--- src/rtl/alu_tx_pkg.sv ---
// Shared types and constants for the ALU result UART transmitter.
// State encoding, frame width and uo_out bit positions.
package alu_tx_pkg;

  typedef enum logic [2:0] {
    S_IDLE,
    S_START,
    S_DATA,
    S_PARITY,
    S_STOP
  } state_t;

  localparam int DATA_BITS = 8;
  localparam int TX_BIT    = 0;
  localparam int BUSY_BIT  = 1;
  localparam int DONE_BIT  = 2;

endpackage

--- src/rtl/tt_um_alu_uart_tx_start_sync.sv ---
// Start pin synchronizer with rising-edge detection.
// Two flops for metastability, a third holds the previous level.
module start_sync (
  input  logic clk,
  input  logic rst_n,
  input  logic pin,
  output logic rise
);

  logic [2:0] sh;

  always_ff @(posedge clk or negedge rst_n) begin
    if (!rst_n) begin
      sh <= '0;
    end else begin
      sh <= {sh[1:0], pin};
    end
  end

  assign rise = sh[1] & ~sh[2];

endmodule

--- src/rtl/tt_um_alu_uart_tx.sv ---
// Serial transmitter for one ALU result byte, 8N1 or 8E1.
// All outputs come straight from registers.
module tt_um_alu_uart_tx
  import alu_tx_pkg::*;
#(
  parameter int CLKS_PER_BIT = 87
) (
  input  logic       clk,
  input  logic       rst_n,
  input  logic       ena,
  input  logic [7:0] ui_in,
  input  logic [7:0] uio_in,
  output logic [7:0] uo_out,
  output logic [7:0] uio_out,
  output logic [7:0] uio_oe
);

  localparam logic [7:0] BAUD_MAX = 8'(CLKS_PER_BIT - 1);
  localparam logic [2:0] LAST_BIT = 3'(DATA_BITS - 1);

  state_t     state;
  logic [7:0] baud;
  logic [2:0] bit_idx;
  logic [7:0] data_q;
  logic       par_q;
  logic       tx;
  logic       busy;
  logic       done;
  logic       start_rise;
  logic       bit_end;
  logic       unused_ok;

  assign unused_ok = ^{ena, uio_in[7:2]};

  start_sync u_sync (
    .clk   (clk),
    .rst_n (rst_n),
    .pin   (uio_in[0]),
    .rise  (start_rise)
  );

  assign bit_end = (baud == BAUD_MAX);

  always_ff @(posedge clk or negedge rst_n) begin
    if (!rst_n) begin
      baud <= '0;
    end else if (state == S_IDLE || bit_end) begin
      baud <= '0;
    end else begin
      baud <= baud + 8'd1;
    end
  end

  always_ff @(posedge clk or negedge rst_n) begin
    if (!rst_n) begin
      state   <= S_IDLE;
      bit_idx <= '0;
      data_q  <= '0;
      par_q   <= 1'b0;
      tx      <= 1'b1;
      busy    <= 1'b0;
      done    <= 1'b0;
    end else begin
      done <= 1'b0;
      unique case (state)
        S_IDLE: begin
          if (start_rise) begin
            state  <= S_START;
            data_q <= ui_in;
            par_q  <= uio_in[1];
            tx     <= 1'b0;
            busy   <= 1'b1;
          end
        end
        S_START: begin
          if (bit_end) begin
            state   <= S_DATA;
            bit_idx <= '0;
            tx      <= data_q[0];
          end
        end
        S_DATA: begin
          if (bit_end) begin
            if (bit_idx != LAST_BIT) begin
              bit_idx <= bit_idx + 3'd1;
              tx      <= data_q[bit_idx + 3'd1];
            end else if (par_q) begin
              state <= S_PARITY;
              tx    <= ^data_q;
            end else begin
              state <= S_STOP;
              tx    <= 1'b1;
            end
          end
        end
        S_PARITY: begin
          if (bit_end) begin
            state <= S_STOP;
            tx    <= 1'b1;
          end
        end
        S_STOP: begin
          if (bit_end) begin
            state <= S_IDLE;
            busy  <= 1'b0;
            done  <= 1'b1;
          end
        end
        default: state <= S_IDLE;
      endcase
    end
  end

  always_comb begin
    uo_out           = '0;
    uo_out[TX_BIT]   = tx;
    uo_out[BUSY_BIT] = busy;
    uo_out[DONE_BIT] = done;
  end

  assign uio_out = '0;
  assign uio_oe  = '0;

endmodule

--- config.mk ---
export PLATFORM = sky130hd
export DESIGN_NAME = tt_um_alu_uart_tx
export DESIGN_NICKNAME = d
export VERILOG_FILES = /design/src/rtl/alu_tx_pkg.sv /design/src/rtl/tt_um_alu_uart_tx_start_sync.sv /design/src/rtl/tt_um_alu_uart_tx.sv
export SDC_FILE = /design/constraint.sdc
export NUM_CORES = 1
export LEC_CHECK = 0
export CORE_ASPECT_RATIO = 1.5
export CORE_UTILIZATION = 48
export DETAILED_ROUTE_END_ITERATION = 10
export GPL_ROUTABILITY_DRIVEN = 0
export PLACE_DENSITY = 0.79
export SLEW_MARGIN = 10
export SYNTH_ARGS = -nofsm -noshare
export SYNTH_HDL_FRONTEND = slang
export SYNTH_SLANG_ARGS = --single-unit
--- constraint.sdc ---
create_clock -name clk -period 2.45 [get_ports clk]
set_input_delay 0.735 -clock clk [delete_from_list [all_inputs] [get_ports clk]]
set_output_delay 0.735 -clock clk [all_outputs]
set_load 0.05 [all_outputs]
# Word level (Yosys, flattened, before mapping)
# Cells that the tools add are included.
word_totals:
  romBits: 0
  register_bits: 29
  in_bits: 19
  mem_bits_rw: 0
  latchBits: 0
  elab_cells: 64
  mem_count: 0
classes:
  bitwise_logic: 2
  n_mux: 26
  n_mul: 0
  reduce_logical: 11
  div_mod_pow: 0
  n_shift: 0
  order_cmp: 1
  eq_ne: 13
  addsub: 2
op_table:
  columns: ["cell", "n"]
  rows:
  - ["$mux W3", 9]
  - ["$pmux W3 S5", 1]
  - ["$ne A2 B2 Y1 const B", 7]
  - ["$mux W1", 11]
  - ["$add A8 B1 Y8 const B", 1]
  - ["$eq A8 B7 Y1 const B", 1]
  - ["$mux W8", 1]
  - ["$reduce_xor A8 Y1", 1]
  - ["$eq A3 B2 Y1 const B", 2]
  - ["$pmux W3 S2", 1]
  - ["$reduce_and A6 Y1", 1]
  - ["$reduce_and A5 Y1", 1]
  - ["$lt A3 B4 Y1 const B", 1]
  - ["$pmux W1 S4", 1]
  - ["$reduce_and A4 Y1", 1]
  - ["$reduce_bool A2 Y1", 2]
  - ["$reduce_bool A4 Y1", 1]
  - ["$add A3 B1 Y3 const B", 1]
  - ["$bmux W1 S3", 1]
  - ["$eq A3 B1 Y1 const B", 1]
  - ["$eq A3 B3 Y1 const B", 1]
  - ["$logic_not A3 Y1", 1]
  - ["$ne A3 B3 Y1 const B", 1]
  - ["$reduce_and A3 Y1", 1]
  - ["other kinds (5)", 5]

# Depth between registers and ports, before layout
# Gate-level depths: netlist of run 1.
depth:
  ltp_word: 6
  ltp_mapped: 8
  ltp_nobuf: 7

# Hierarchy
# Synthesis of run 1 repeated with hierarchy kept, for this count alone.
unflattened:
  hier_cells: 146
  area_unflattened_um2: 1605.3
modules_own_cells:
  columns: ["mod", "area_per_inst_um2", "cells_each", "n_inst", "seq_area_each_um2"]
  rows:
  - ["tt_um_alu_uart_tx", 1516.5, 142, 1, 651.9]
  - ["start_sync", 88.8, 4, 1, 75.1]

# Least setup slack after synthesis of run 1
# No wires, ideal clock.
synth_timing:
  kind: "register to register"
  from: "reg bit_idx[0]"
  to: "reg tx"
  path_stages_with_launch: 6
  setup_slack_ps: 650
  setup_ps: 76
  required_ps: 2374
  n_path_buf: 0
  arrival_ps: 1724
  cell_sequence: "dfrtp_1 > ha_1 > mux4_2 > nor2b_1 > a311o_1 > a31oi_2"
synth_between:
  elab_chain_len: 6
synth_lines:
  columns: ["element", "line_no", "rtl"]
  rows:
  - ["start: declaration", "tt_um_alu_uart_tx.sv:23", "logic [2:0] bit_idx;"]
  - ["start signal: assignment", "tt_um_alu_uart_tx.sv:85", "bit_idx <= bit_idx + 3'd1;"]
  - ["$add A3 B1 Y3", "tt_um_alu_uart_tx.sv:86", "tx <= data_q[bit_idx + 3'd1];"]
  - ["$bmux W1 S3", "tt_um_alu_uart_tx.sv:86", null]
  - ["$mux W1 (implied by the code)", "tt_um_alu_uart_tx.sv:86", null]
  - ["$mux W1 *", "tt_um_alu_uart_tx.sv:84", "if (bit_idx != LAST_BIT) begin"]
  - ["$mux W1 *", "tt_um_alu_uart_tx.sv:83", "if (bit_end) begin"]
  - ["$pmux W1 S4 *", "tt_um_alu_uart_tx.sv:65", "unique case (state)"]
  - ["end signal: assignment", "tt_um_alu_uart_tx.sv:79", "tx <= data_q[0];"]
  - ["end signal: assignment", "tt_um_alu_uart_tx.sv:86", null]
  - ["end signal: assignment", "tt_um_alu_uart_tx.sv:89", "tx <= ^data_q;"]
  - ["end: declaration", "tt_um_alu_uart_tx.sv:26", "logic tx;"]
# Every way passes the cells marked *; elsewhere a longest branch is shown, timed or not. The select of a mux whose other input is x is not followed.
# A chain may end at the register's enable or synchronous reset.

# Worst setup path after layout of run 1
layout_timing:
  from: "reg tx"
  to: "out uo_out[0]"
layout_rtl:
  columns: ["element", "line_no", "rtl"]
  rows:
  - ["end: declaration", "tt_um_alu_uart_tx.sv:13", "output logic [7:0] uo_out,"]
# No word-level cell between the ends.

==> results of run 1 <==
## cells in the mapped netlist, types with 2 or more instances
| cell | n | share of area (%) |
|---|---|---|
| buf_2 | 2 | 0.61 |
| inv_1 | 3 | 0.69 |
| and3_1 | 2 | 0.77 |
| nand2b_1 | 2 | 0.77 |
| ha_1 | 4 | 3.1 |
| o21ai_0 | 4 | 1.2 |
| nand2_1 | 4 | 0.92 |
| nand4_1 | 2 | 0.77 |
| xor2_1 | 3 | 1.6 |
| clkbuf_1 | 3 | 0.69 |
| dfrtp_1 | 28 | 43 |
| xnor2_1 | 11 | 5.9 |
| buf_4 | 24 | 11 |
| mux2_1 | 10 | 6.9 |
| nor2_1 | 23 | 5.3 |
| nand3_1 | 4 | 1.2 |
| o21ai_1 | 4 | 1.2 |
| mux2i_1 | 5 | 3.1 |
| nor2b_1 | 2 | 0.77 |
## metrics by stage
stage | cells | hold WS [ps] | power (mW) | util, % | instance area [um2]
after detailed placement | 203 | 335 | 1.56 | 53.2 | 1700
final | 209 | 345 | 1.91 | 55.5 | 1770
after global placement | 203 | 333 | 1.53 | 53.2 | 1700
after global routing | 209 | 352 | 2.05 | 55.5 | 1770
after floorplan | 177 | 331 | 1.46 | - | 1710
after CTS | 209 | 348 | 1.92 | 55.5 | 1770
## cell families after synthesis
group                    after synthesis  synth area share, %
AND/OR/NAND/NOR                       44                 13.0
buffers and inverters                 33                 13.7
flip-flops                            29                 44.6
AO/OA/AOI/OAI                         16                 6.52
multiplexers                          16                 11.4
XOR/XNOR                              14                 7.52
adder cells (fa/ha/maj)                4                 3.07
other                                  1                0.230
## layer usage
layer	part of all wire, %	up-vias
li1	-	506
met1	39	508
met2	54	39
met3	4.7	7
met4	2.2	0
met5	0	-
## final timing paths
| check | start | to | slack [ps] | cells past startpoint |
|---|---|---|---|---|
| setup reg to reg | bit_idx[0] | tx | 450 | 5 |
| hold / removal | u_sync.sh[0] | u_sync.sh[1] | 350 | 0 |
| max in group asynchronous | rst_n | tx | 1320 | 2 |
| setup / recovery | tx | uo_out[0] | 110 | 1 |
| min in group asynchronous | rst_n | baud[7] | 830 | 2 |
| hold reg to reg | u_sync.sh[0] | u_sync.sh[1] | 350 | 0 |
## flip-flops by register name, summed over array words and instances, names as in the netlist
| signal | cells |
|---|---|
| tx | 1 |
| bit_idx | 3 |
| baud | 8 |
| done | 1 |
| data_q | 8 |
| busy | 1 |
| state | 3 |
| par_q | 1 |
| u_sync.sh | 3 |
## report_power, final
group | leakage, nW | total [mW] | switching [mW] | internal [mW]
clock | 0.0399 | 0.351 | 0.165 | 0.186
combinational | 0.387 | 0.757 | 0.399 | 0.358
sequential | 0.362 | 0.799 | 0.172 | 0.627
total | 0.789 | 1.91 | 0.736 | 1.17
## cell type report
type | instances | area, um2 | share of cell area (%)
tap | 40 | 50.0 | 2.82
inverter | 3 | 11.3 | 0.636
clock buffer | 5 | 68.8 | 3.88
multi-input combinational | 115 | 754 | 42.6
sequential | 29 | 727 | 41.0
timing repair buffer | 16 | 155 | 8.76
clock inverter | 1 | 5.00 | 0.282
==> out/metrics.yaml, run 1 <==
run_status: "finished clean"
fmax_achieved_mhz: 427
drt-pass1-iter-count: 4
synthFlopType: "dfrtp_1"
clock_sink_count: 29
grt_first_pass_wirelength_um: 4460
worst_path_dominant_cell_family: "buffers and inverters"
ys_types: 36
finalSetupViolations: 0
clkSlewWorstSetupHoldPaths_ps: 60
clock-root-buffer: "clkbuf_8"
globalRouteTotalUtil_pct: 16.5
grt_remaining_overflow: 0
detail_route.wl_per_cell_um: 12.2
detailedPlacementHpwl_um: 1910
core_area_mm2: 0.00319
start_util_pct: 51.1
area_delta_synth_final_pct: 8.67
via_cell_ratio: 5.07
antenna-diode-count: 0
route.vias.total: 1060
synthCells: 157
postRouteWirelength_um: 2550
timing.critical_path.required_ps: 1710
vdd_ir_drop_max_mv: 0.598
layout_commonest_cell: "dfrtp_1"
slowest_delay_ps: 790
timing.critical_path.slowest_stage_cell: "clkdlybuf4s50_1"
via_count_of_the_first_global_routing_pass: 1078
tritoncts: "yes"
timing.setup.tns_ps: 0
holdBufCountCts: 0
die_width_um: 49.6
critPathKind: "register to output pin"
grt_setup_unrepaired: "false"
initial_antenna_violation_count: 0
drv.max_cap_violation_count: 0
worstPathArrival_ps: 1600
worstSetupEndpointType: "output pin"
path_cells: "clkdlybuf4s50_1"
groute.layer.met1.usage_pct: 16.2
power.density_cell_area_mw_per_mm2: 1080
final_layout_size_suffix_gt1_share_pct: 7.10
fin_worst_skew_ps: 2.21
final_hold_vios: 0
cts_made_buffers: 5
drt_iter0_drc: 12
i_o_pin_count: 43
timing.slew.headroom_pct: 65.3
post-cts-setup-buffers: 0
netlist_area_mm2: 0.00163
detailed_route_drc_error_count: 0
cts_repair_resize_count: 0
clockBufferDepth: 2
synth.yosys.seq_area_share_pct: 44.6
period_utilisation_layout_pct: 95.5
final.fill_count: 276
startpoint_type: "register"
crit_buf_inv: 1
synth-seq-cells: 29
maxSlewViolCount: 0
synthesis.area_per_instance_um2: 10.4
leakage_power_summed_over_all_cells_nw: 0.789
h-tree-depth: 2
critical_path.max_fanout: 2
async_s_r_ff_share_synth_pct: 100
synth_enable_flop_cells: 0
finalWorstPathRequiredPeriod_ps: 2340
grt_util_met3_pct: 5.80
ys_warn_count: 0
min_path_type: "register to register"
ant_nets: 0
global_route.peak_usage_layer: "met2"
grtUsageMet2_pct: 29.0
worst_setup_slack_after_layout_ps: 110
grt_start_max_net_pins: 30
portBuffers: 14
nNetsFinal: 193
clkLatencyLatePin_ps: 280
worst-slew-pin-transition_ps: 517
most_frequent_cells_in_the_layout: "28 x dfrtp_1, 23 x nor2_1, 21 x conb_1"
design.die.area_mm2: 0.00364
pre_cts_ws_ps: 408
floorplan.die.height_um: 73.4
placementRows: 25
(Power assumes the default switching activity.)
==> run 2, diff against run 1 <==
--- a/config.mk
+++ b/config.mk
@@ -9,8 +9,8 @@
 export CORE_UTILIZATION = 48
 export DETAILED_ROUTE_END_ITERATION = 10
 export GPL_ROUTABILITY_DRIVEN = 0
-export PLACE_DENSITY = 0.79
-export SLEW_MARGIN = 10
+export PLACE_DENSITY = 0.89
+export SLEW_MARGIN = 0
 export SYNTH_ARGS = -nofsm -noshare
 export SYNTH_HDL_FRONTEND = slang
 export SYNTH_SLANG_ARGS = --single-unit
==> run 2 against run 1 <==
  * Utilization grew 0.39 points
  * Sequential cell count unchanged
  * Fmax rose by 0.47%
  * Via count about the same
  * Non-clock buffer count stayed put
  * Clock power is 6.8% higher
  * Final area up 0.71%
  * Cell count up 0.96%
  * Sequential share of layout area shrank 0.29 points
  * First-iteration DRC count up 17%
  * Clock-buffer cell count unchanged
  * Worst hold slack gained 3.9 ps
  * Critical path type unchanged
  * Critical endpoint unchanged
  * Largest cell class unchanged
  * Highest routed layer unchanged
==> out/metrics.yaml, run 2 (synthesis results as in run 1) <==
top_regs: "baud x8, data_q x8"  # unchanged
startpoint_type: "register"  # unchanged
placementRows: 25  # unchanged
drv.max_cap_violation_count: 0  # unchanged
worstSetupEndpointType: "output pin"  # unchanged
initial_antenna_violation_count: 0  # unchanged
drt-pass1-iter-count: 4  # unchanged
drt_iter0_drc: 14  # was 12
clockBufferDepth: 2  # unchanged
postRouteWirelength_um: 2370  # was 2550 um
final_hold_vios: 0  # unchanged
final_design_area_no_fill_mm2: 0.00178  # was 0.00177 mm2
crit_buf_inv: 1  # unchanged
floorplan.die.height_um: 73.4  # unchanged
clkSlewWorstSetupHoldPaths_ps: 60  # about the same
min_path_type: "register to register"  # unchanged
maxSlewViolCount: 0  # unchanged
grt_first_pass_wirelength_um: 4280  # was 4460 um
grt_setup_unrepaired: "false"  # unchanged
holdBufCountCts: 0  # unchanged
timing.critical_path.required_ps: 1710  # about the same
holdCritStartpoint: "u_sync.sh[0]"  # unchanged
h-tree-depth: 2  # unchanged
fin_worst_skew_ps: 4.79  # was 2.21 ps
detail_route.wl_per_cell_um: 11.2  # was 12.2 um
worst_path_dominant_cell_family: "buffers and inverters"  # unchanged
final_core_util_pct: 55.9  # was 55.5%
cts_made_buffers: 5  # unchanged
critical_path.max_fanout: 2  # unchanged
detailed_route_drc_error_count: 0  # unchanged
die_width_um: 49.6  # unchanged
most_frequent_cells_in_the_layout: "28 x dfrtp_1, 23 x nor2_1, 21 x conb_1"  # unchanged
clkLatencyLatePin_ps: 280  # about the same
path_cells: "clkdlybuf4s50_1"  # unchanged
period_utilisation_layout_pct: 95.0  # was 95.5%
design.die.area_mm2: 0.00364  # unchanged
detailedPlacementHpwl_um: 1730  # was 1910 um
cts_repair_resize_count: 0  # unchanged
final_instance_count_without_filler_cells: 211  # was 209
rr_startpoint: "bit_idx[0]"  # unchanged
run_status: "finished clean"  # unchanged
tritoncts: "yes"  # unchanged
core_area_mm2: 0.00319  # unchanged
ant_nets: 0  # unchanged
route.vias.total: 1061  # was 1060
finalWorstPathRequiredPeriod_ps: 2330  # was 2340 ps
i_o_pin_count: 43  # unchanged
final.fill_count: 277  # was 276
grt_start_max_net_pins: 30  # unchanged
fmax_achieved_mhz: 429  # was 427 MHz
area_delta_synth_final_pct: 9.44  # was 8.67%
place_area_mm2: 0.00170  # unchanged
globalRouteTotalUtil_pct: 16.1  # was 16.5%
grt_remaining_overflow: 0  # unchanged
timing.slew.headroom_pct: 64.7  # was 65.3%
power.density_cell_area_mw_per_mm2: 1080  # about the same
start_util_pct: 51.1  # unchanged
timing.setup.tns_ps: 0  # unchanged
post-cts-setup-buffers: 0  # unchanged
slowest_delay_ps: 790  # about the same
layout_commonest_cell: "dfrtp_1"  # unchanged
vdd_ir_drop_max_mv: 0.674  # was 0.598 mV
portBuffers: 14  # unchanged
antenna-diode-count: 0  # unchanged
via_cell_ratio: 5.03  # was 5.07
timing.critical_path.slowest_stage_cell: "clkdlybuf4s50_1"  # unchanged
finalSetupViolations: 0  # unchanged
startpoint_of_the_most_critical_setup_path: "tx"  # unchanged
clock-root-buffer: "clkbuf_8"  # unchanged
via_count_of_the_first_global_routing_pass: 1017  # was 1078
leakage_power_summed_over_all_cells_nw: 0.793  # was 0.789 nW
nNetsFinal: 193  # unchanged
place.detailed.instances: 203  # unchanged
worstPathArrival_ps: 1590  # was 1600 ps
clock_sink_count: 29  # unchanged
critPathKind: "register to output pin"  # unchanged
worst-slew-pin-transition_ps: 525  # was 517 ps
final_layout_size_suffix_gt1_share_pct: 8.19  # was 7.10%
run 2: cell count changes in the layout (fill, tap and decap cells not counted), sizes merged:
cell,delta
clkinv,+1
clkinvlp,+1
run 2: path summary, 6_finish.rpt:
| kind | endpoint | slack [ps] | cells after the start |
|---|---|---|---|
| max | uo_out[0] | 120 | 1 |
| min | u_sync.sh[1] | 350 | 0 |
| max reg2reg | tx | 440 | 5 |
| min reg2reg | u_sync.sh[1] | 350 | 0 |
| max in group asynchronous | tx | 1320 | 2 |
| min in group asynchronous | data_q[3] | 830 | 2 |
run 2: report_power, final:
group | total [mW] | switching (mW) | internal, mW
clock | 0.375 | 0.180 | 0.195
combinational | 0.752 | 0.394 | 0.357
sequential | 0.794 | 0.167 | 0.627
run 2: cell type report:
type / count / area [um2] / area share [%]
clock inverter: 3 / 17.5 / 0.982
timing repair buffer: 16 / 155 / 8.70
inverter: 3 / 11.3 / 0.631
sequential: 29 / 727 / 40.7
clock buffer: 5 / 68.8 / 3.86
multi-input combinational: 115 / 754 / 42.3
tap: 40 / 50.0 / 2.81
run 2: per-layer routing:
metal / global-route usage, % / share of wire [%] / up-vias
met5: 0 / 0 / -
met4: 10.8 / 4.1 / 0
met3: 5.18 / 4.4 / 8
met2: 27.0 / 49 / 33
met1: 17.2 / 43 / 504
li1: - / - / 516
run 2: through the flow:
step	worst slack, ps	hold WS [ps]	total power [mW]
4_1_cts	108	352	1.94
3_5_place_dp	414	338	1.56
5_1_grt	93.2	381	2.07
3_3_place_gp	416	335	1.53
2_1_floorplan	650	331	1.46
6_report	121	349	1.92
==> run 3, diff against run 2 <==
==> constraint.sdc (replaced) <==
create_clock -name clk -period 2.2 [get_ports clk]
set_input_delay 0.66 -clock clk [delete_from_list [all_inputs] [get_ports clk]]
set_output_delay 0.66 -clock clk [all_outputs]
set_load 0.05 [all_outputs]
==> run 3 against run 2 <==
  * Sequential power increased by 12%
  * Register-to-register slack got worse by 160 ps
  * Clock skew increased by 2.5 ps
  * Largest cell class unchanged
  * Highest routed layer unchanged
==> out/metrics.yaml, run 3 (synthesis results as in run 1) <==
nNetsFinal: 194  # was 193
global_route.peak_usage_layer: "met2"  # unchanged
worst_path_dominant_cell_family: "buffers and inverters"  # unchanged
grt_start_max_net_pins: 30  # unchanged
post-cts-setup-buffers: 0  # unchanged
critPathKind: "register to output pin"  # unchanged
min_path_type: "register to register"  # unchanged
clockBufferDepth: 2  # unchanged
final.fill_count: 273  # was 277
run_status: "finished clean"  # unchanged
pre_cts_ws_ps: 283  # was 414 ps
period_utilisation_layout_pct: 93.4
route.vias.total: 1054  # was 1061
via_cell_ratio: 4.97  # was 5.03
portBuffers: 14  # unchanged
layout_commonest_cell: "dfrtp_1"  # unchanged
final_design_area_no_fill_mm2: 0.00182  # was 0.00178 mm2
placementRows: 25  # unchanged
worstPathArrival_ps: 1390  # was 1590 ps
seqCellArea_um2: 727  # unchanged
cts_repair_resize_count: 0  # unchanged
place_area_mm2: 0.00170  # about the same
initial_antenna_violation_count: 0  # unchanged
worst-slew-pin-transition_ps: 514  # was 525 ps
grt_util_met3_pct: 6.00  # was 5.18%
die_width_um: 49.6  # unchanged
i_o_pin_count: 43  # unchanged
final_layout_size_suffix_gt1_share_pct: 9.30  # was 8.19%
clkLatencyLatePin_ps: 280  # about the same
final_hold_vios: 0  # unchanged
floorplan.die.height_um: 73.4  # unchanged
groute.layer.met1.usage_pct: 18.4  # was 17.2%
timing.critical_path.required_ps: 1540  # was 1710 ps
detailedPlacementHpwl_um: 1770  # was 1730 um
startpoint_type: "register"  # unchanged
antenna-diode-count: 0  # unchanged
clkSlewWorstSetupHoldPaths_ps: 60  # about the same
tritoncts: "yes"  # unchanged
core_area_mm2: 0.00319  # unchanged
place.detailed.instances: 204  # was 203
ant_nets: 0  # unchanged
worstSetupEndpointType: "output pin"  # unchanged
most_frequent_cells_in_the_layout: "28 x dfrtp_1, 23 x nor2_1, 21 x conb_1"  # unchanged
top_regs: "baud x8, data_q x8"  # unchanged
leakage_power_summed_over_all_cells_nw: 0.813  # was 0.793 nW
slowest_delay_ps: 790  # about the same
drt_iter0_drc: 19  # was 14
globalRouteTotalUtil_pct: 16.5  # was 16.1%
grtUsageMet2_pct: 25.8  # was 27.0%
drv.max_cap_violation_count: 0  # unchanged
critical_path.max_fanout: 1  # was 2
postRouteWirelength_um: 2410  # was 2370 um
timing.slew.headroom_pct: 65.5  # was 64.7%
grt_first_pass_wirelength_um: 4380  # was 4280 um
fin_worst_skew_ps: 7.32  # was 4.79 ps
area_delta_synth_final_pct: 11.4  # was 9.44%
timing.critical_path.slowest_stage_cell: "clkdlybuf4s50_1"  # unchanged
finalWorstPathRequiredPeriod_ps: 2050
worst_setup_slack_after_layout_ps: 145  # was 121 ps
crit_buf_inv: 1  # unchanged
power.density_cell_area_mw_per_mm2: 1250  # was 1080 mW/mm2
design.die.area_mm2: 0.00364  # unchanged
detailed_route_drc_error_count: 0  # unchanged
fmax_achieved_mhz: 487
start_util_pct: 51.1  # unchanged
grt_remaining_overflow: 0  # unchanged
h-tree-depth: 2  # unchanged
maxSlewViolCount: 0  # unchanged
clock-root-buffer: "clkbuf_8"  # unchanged
timing.setup.tns_ps: 0  # unchanged
finalSetupViolations: 0  # unchanged
path_cells: "clkdlybuf4s50_1"  # unchanged
drt-pass1-iter-count: 4  # unchanged
cts_made_buffers: 5  # unchanged
via_count_of_the_first_global_routing_pass: 1029  # was 1017
final_instance_count_without_filler_cells: 212  # was 211
clock_sink_count: 29  # unchanged
multi_input_comb_area_um2: 754  # unchanged
detail_route.wl_per_cell_um: 11.3  # was 11.2 um
holdBufCountCts: 0  # unchanged
vdd_ir_drop_max_mv: 0.761  # was 0.674 mV
grt_setup_unrepaired: "false"  # unchanged
-- run 3: changes by cell type in the layout (fill, tap and decap cells not counted), sizes merged --
cell           change
buf                +3
bufinv             +1
clkbuf             +2
clkdlybuf4s50      -2
clkinv             -2
clkinvlp           -1
-- run 3: stage by stage --
step / total power, mW / hold WS [ps] / util (%)
floorplan: 1.62 / 331 / -
global placement: 1.70 / 333 / 53.3
detailed placement: 1.73 / 336 / 53.3
CTS: 2.30 / 350 / 56.9
global route: 2.46 / 363 / 56.9
finish: 2.28 / 347 / 56.9
-- run 3: worst register-to-register path: cells and delay by family, from the launching register on --
| family | cells | cell delay [ps] |
|---|---|---|
| adder cells (fa/ha/maj) | 1 | 140 |
| buffers and inverters | 1 | 70 |
| flip-flops | 1 | 410 |
| multiplexers | 1 | 370 |
| AND/OR/NAND/NOR | 3 | 810 |
-- run 3: layer usage --
metal	share of wire, %	up-vias	routed length, um
met5	0	-	0
met1	41	500	977
met3	4.7	8	113
met2	52	35	1240
li1	-	511	-
met4	3.1	0	74
-- run 3: cell type report --
class / count / share of cell area, %
Clock buffer: 7 / 4.75
Clock inverter: 1 / 1.65
Inverter: 3 / 0.620
Multi-Input combinational cell: 115 / 41.5
Sequential cell: 29 / 40.0
Tap cell: 40 / 2.75
Timing Repair Buffer: 17 / 8.68
-- run 3: where the power goes --
part / switching (mW) / internal [mW] / total [mW]
Clock: 0.193 / 0.368 / 0.562
Combinational: 0.432 / 0.395 / 0.827
Sequential: 0.191 / 0.698 / 0.889
-- run 3: path summary, 6_finish.rpt --
kind | to | from | cells past startpoint | slack, ps
max in group asynchronous | tx | rst_n | 2 | 1100
min in group asynchronous | baud[2] | rst_n | 2 | 780
setup reg to reg | bit_idx[0] | baud[0] | 6 | 280
hold / removal | u_sync.sh[1] | u_sync.sh[0] | 0 | 350
setup / recovery | uo_out[2] | done | 1 | 150
hold reg to reg | u_sync.sh[1] | u_sync.sh[0] | 0 | 350
